## src/rtl/gray_code_counter.sv

```systemverilog
// Reflected-binary code source on a valid/ready stream.
// A binary count is advanced per accepted word and its Gray image is registered on o_g.
module gray_code_counter #(
  parameter int unsigned WIDTH = 4
) (
  input  logic             clk,
  input  logic             rst_n,
  input  logic             i_en,
  input  logic             i_up_dn,
  input  logic             i_load,
  input  logic [WIDTH-1:0] i_load_bin,
  input  logic             i_ready,
  output logic [WIDTH-1:0] o_g,
  output logic             o_valid,
  output logic             o_wrap
);

  typedef enum logic {
    S_IDLE = 1'b0,
    S_RUN  = 1'b1
  } state_t;

  state_t           r_state;
  logic [WIDTH-1:0] r_cnt;

  logic             w_accept;
  logic [WIDTH-1:0] w_cnt_adv;
  logic             w_cross;

  function automatic logic [WIDTH-1:0] to_gray(input logic [WIDTH-1:0] b);
    return b ^ (b >> 1);
  endfunction

  // A word is on offer exactly while in RUN, so accept needs only ready there.
  assign w_accept  = (r_state == S_RUN) && i_ready;
  assign w_cnt_adv = i_up_dn ? (r_cnt + WIDTH'(1)) : (r_cnt - WIDTH'(1));
  assign w_cross   = i_up_dn ? (r_cnt == {WIDTH{1'b1}}) : (r_cnt == {WIDTH{1'b0}});

  // State, count and all outputs move together so g always mirrors cnt.
  always_ff @(posedge clk or negedge rst_n) begin
    if (!rst_n) begin
      r_state <= S_IDLE;
      r_cnt   <= '0;
      o_g     <= '0;
      o_valid <= 1'b0;
      o_wrap  <= 1'b0;
    end else begin
      case (r_state)
        S_IDLE: begin
          if (i_load) begin
            r_cnt  <= i_load_bin;
            o_g    <= to_gray(i_load_bin);
            o_wrap <= 1'b0;
          end
          if (i_en) begin
            r_state <= S_RUN;
            o_valid <= 1'b1;
          end
        end
        S_RUN: begin
          // Stalled words are held untouched; en and load only act on accept.
          if (w_accept) begin
            if (i_load) begin
              r_cnt  <= i_load_bin;
              o_g    <= to_gray(i_load_bin);
              o_wrap <= 1'b0;
            end else begin
              r_cnt  <= w_cnt_adv;
              o_g    <= to_gray(w_cnt_adv);
              o_wrap <= w_cross;
            end
            if (!i_en) begin
              r_state <= S_IDLE;
              o_valid <= 1'b0;
            end
          end
        end
      endcase
    end
  end

endmodule

```

## config.mk

```make
export PLATFORM = sky130hd
export DESIGN_NAME = gray_code_counter
export DESIGN_NICKNAME = d
export VERILOG_FILES = /design/src/rtl/gray_code_counter.sv
export SDC_FILE = /design/constraint.sdc
export NUM_CORES = 1
export LEC_CHECK = 0
export ABC_AREA = 1
export ABC_CLOCK_PERIOD_IN_PS = 2900
export CORE_MARGIN = 1.5
export CORE_UTILIZATION = 51
export CTS_CLUSTER_SIZE = 8
export DETAILED_ROUTE_END_ITERATION = 8
export GPL_ROUTABILITY_DRIVEN = 1
export GPL_TIMING_DRIVEN = 0
export PLACE_DENSITY = 0.82
export SYNTH_ARGS = -nofsm -noshare
export SYNTH_HDL_FRONTEND = slang
export SYNTH_SLANG_ARGS = --single-unit
```

## constraint.sdc

```tcl
create_clock -name clk -period 2.9 [get_ports clk]
set_clock_uncertainty 0.15 [all_clocks]
set_input_delay 0.58 -clock clk [delete_from_list [all_inputs] [get_ports clk]]
set_output_delay 0.58 -clock clk [all_outputs]
set_load 0.02 [all_outputs]
```

==> qor.csv <==
stage,metric,value,unit
clock_tree,clk_pin_slew,0.07,ns
die,die_h,39.4,µm
synth,synth_cells,97,
final_layout,final_area,867,µm²
setup_path,r2r_start,r_cnt[0],
setup_path,crit_path_start_kind,flop,
synth,yosysTopAreaCellShare,0.370,
clock_tree,cts_tree,done,
clock_tree,cts_root_buffer,clkbuf_4,
synth,yosys.area.top_type,dfrtp_1,
die,initial_core_util,0.578,
final_layout,layout.nets,130,
die,die-area,1550,µm²
place,gp_congestion,0.825,
die,core,1170,µm²
synth,yosys.cell_count.top_type,nand2_1,
clock_tree,clk_path_buf_depth,2,
setup_path,cp_num_buf_inv,2,
final_layout,register_area,250,µm²
final_layout,multi_input_area,349,µm²
clock_tree,h-tree-depth,1,
global_routing,antenna_found_initial,0,
routing,first_pass_iters,5,
global_routing,grt_max_degree,11,
hold_path,min_path_type,reg -> reg,
clock_tree,numCtsBuffers,3,
place,dp_hpwl,1.24,mm
synth,synth_cell_types,22,
timing,setup_tns,0,ns
synth,yosys_warnings,0,
setup_path,cp-end-kind,output port,
routing,drcViolationCount,0,
clock_tree,cts_num_sinks,10,
global_routing,grt_pass1_vias,661,
setup_path,crit_type,reg -> out,
place,io_buffers,15,
routing,num_vias,702,
place,dp_cells,126,
final_layout,antennaDiodeCount,0,
timing,max_freq,474,MHz
final_layout,post_layout_nonfiller_instances,129,
timing,slew_headroom,0.701,
routing,wl_per_cell,12.3,µm
clock_tree,cts_hold_buf,0,
pwr,peakVddDrop,0.000356,V
timing,finalHoldViolCount,0,
pwr,p_per_area,580,nW/µm²
outcome,status,finished clean,
clock_tree,post-cts-setup-buffer-count,0,
final_layout,area_delta_synth_final,28.1,%
die,pin_count,16,
hold_path,hp-start,o_g[2],
setup_path,startpoint,r_cnt[3],
routing,antenna_left,0,
setup_path,crit_slowest_cell,clkdlybuf4s50_1,
place,placed_area,845,µm²
setup_path,path_delay_family,buffers and inverters,
pwr,leakage,0.457,nW
timing,setup_viol,0,
synth,yosys_register_bits,10,
timing,worstMarginPinSlew,0.447,ns
synth,ys.flop_type,dfrtp_1,
timing,rsz0062_at_grt,no,
setup_path,crit_chain,buf_4 -> clkdlybuf4s50_1,
synth,async_flop_share,1.00,
setup_path,cp.required,2.17,ns
timing,slew_viol_final,0,
pwr,finalPower,503,µW
global_routing,grt_pass1_wl,2.72,mm
synth,syn_area,677,µm²
synth,yosysSeqAreaShare,0.370,
global_routing,track_usage,0.269,
timing,layout_min_cycle_time,2.11,ns
routing,drtIter0Drc,20,
final_layout,n_fill_cell,100,
synth,synth.avg_cell_area,6.98,µm²
synth,synth_common_cells,"nand2_1, inv_1, dfrtp_1, nor2_1, nand3_1",
synth,synth_nets,110,
global_routing,overflow,0,
clock_tree,cts_resized,0,
die,die_w,39.4,µm
routing,routed_via_density,5.44,
clock_tree,clock_latency,0.27,ns
flow_run,cap_violations,0,
routing,wl,1.59,mm
synth,synth_top_cells_by_area,"dfrtp_1, nand2_1, inv_1",
die,rows,12,
final_layout,drive_above_1_share,0.0783,
setup_path,worstPathArrival,1.38,ns
setup_path,slowest_delay,0.59,ns
setup_path,cp_max_fo,4,
timing,period_share,0.728,
synth,synth-edff-count,0,
==> worst register-to-register path, delay by kind of cell (launching register included) <==
kind	cells	cell delay [ns]
buffers and inverters	2	0.19
flip-flops	1	0.40
AND/OR/NAND/NOR	2	0.20
AO/OA/AOI/OAI	2	0.16
adder cells (fa/ha/maj)	1	0.58
==> path summary, 6_finish.rpt <==
check	to	slack, ns	cells after the start
min in group asynchronous	o_g[1]	0.47	1
worst min-delay path	o_g[2]	0.34	2
worst min register to register	o_g[2]	0.34	2
worst max register to register	r_cnt[1]	1.10	7
max in group asynchronous	r_cnt[1]	1.82	1
worst max-delay path	o_g[3]	0.79	2
==> where the power goes <==
| group | internal [mW] | switching [mW] | leakage, nW |
|---|---|---|---|
| Clock | 0.0481 | 0.0490 | 0.0138 |
| Sequential | 0.166 | 0.0209 | 0.120 |
| Combinational | 0.0934 | 0.126 | 0.323 |
| Total | 0.307 | 0.195 | 0.457 |
==> kinds of logic (layout without fill, tap and decap cells) <==
group           Yosys count  count (layout)  synth area share
xor+xnor                  1               1            0.0129
fa+ha+maj                 3               3            0.0665
compound gates           17              17             0.150
buf+inv                  19              37             0.115
flops                    10              10             0.370
simple gates             47              47             0.287
==> area by class of cell <==
cell class	instances	share of cell area
buffer	1	0.00866
clock buffer	3	0.0260
inverter	18	0.0808
multi-input combinational	68	0.403
sequential	10	0.289
tap	14	0.0202
timing repair buffer	15	0.173
==> per-stage QoR <==
stage / worst slack, ns / utilization / hold slack (ns)
after floorplan: 1.14 / - / 0.134
after global placement: 0.572 / 0.721 / 0.314
after detailed placement: 0.554 / 0.721 / 0.322
after CTS: 0.785 / 0.740 / 0.338
after global routing: 0.688 / 0.740 / 0.349
final: 0.789 / 0.740 / 0.335
==> cells in the final DEF, fill, tap and decap left out <==
cell type / count
clkdlybuf4s50_1: 15
or2_2: 1
o21ai_0: 4
clkbuf_4: 3
fa_1: 1
nand4_1: 1
buf_4: 1
ha_1: 2
inv_1: 17
xor2_1: 1
o211ai_1: 1
o22ai_1: 2
nand3_1: 6
o21ai_2: 1
nand2_2: 1
a21oi_1: 4
o31ai_1: 2
inv_4: 1
dfrtp_1: 10
a22oi_1: 1
nor2_1: 9
o21ai_1: 2
nor2_2: 1
nand2_1: 28
==> routing by layer <==
metal | global-route usage | vias to the layer above | share of wire
li1 | - | 347 | -
met1 | 0.295 | 326 | 0.44
met2 | 0.451 | 24 | 0.50
met3 | 0.0795 | 5 | 0.047
met4 | 0.155 | 0 | 0.018
met5 | 0 | - | 0
==> sequential cells by signal (all words and copies together) (netlist names) <==
name and cells:
r_cnt 4, r_state 1, o_valid 1, o_g 3, o_wrap 1
No activity file was read; power rests on OpenSTA's default activity.
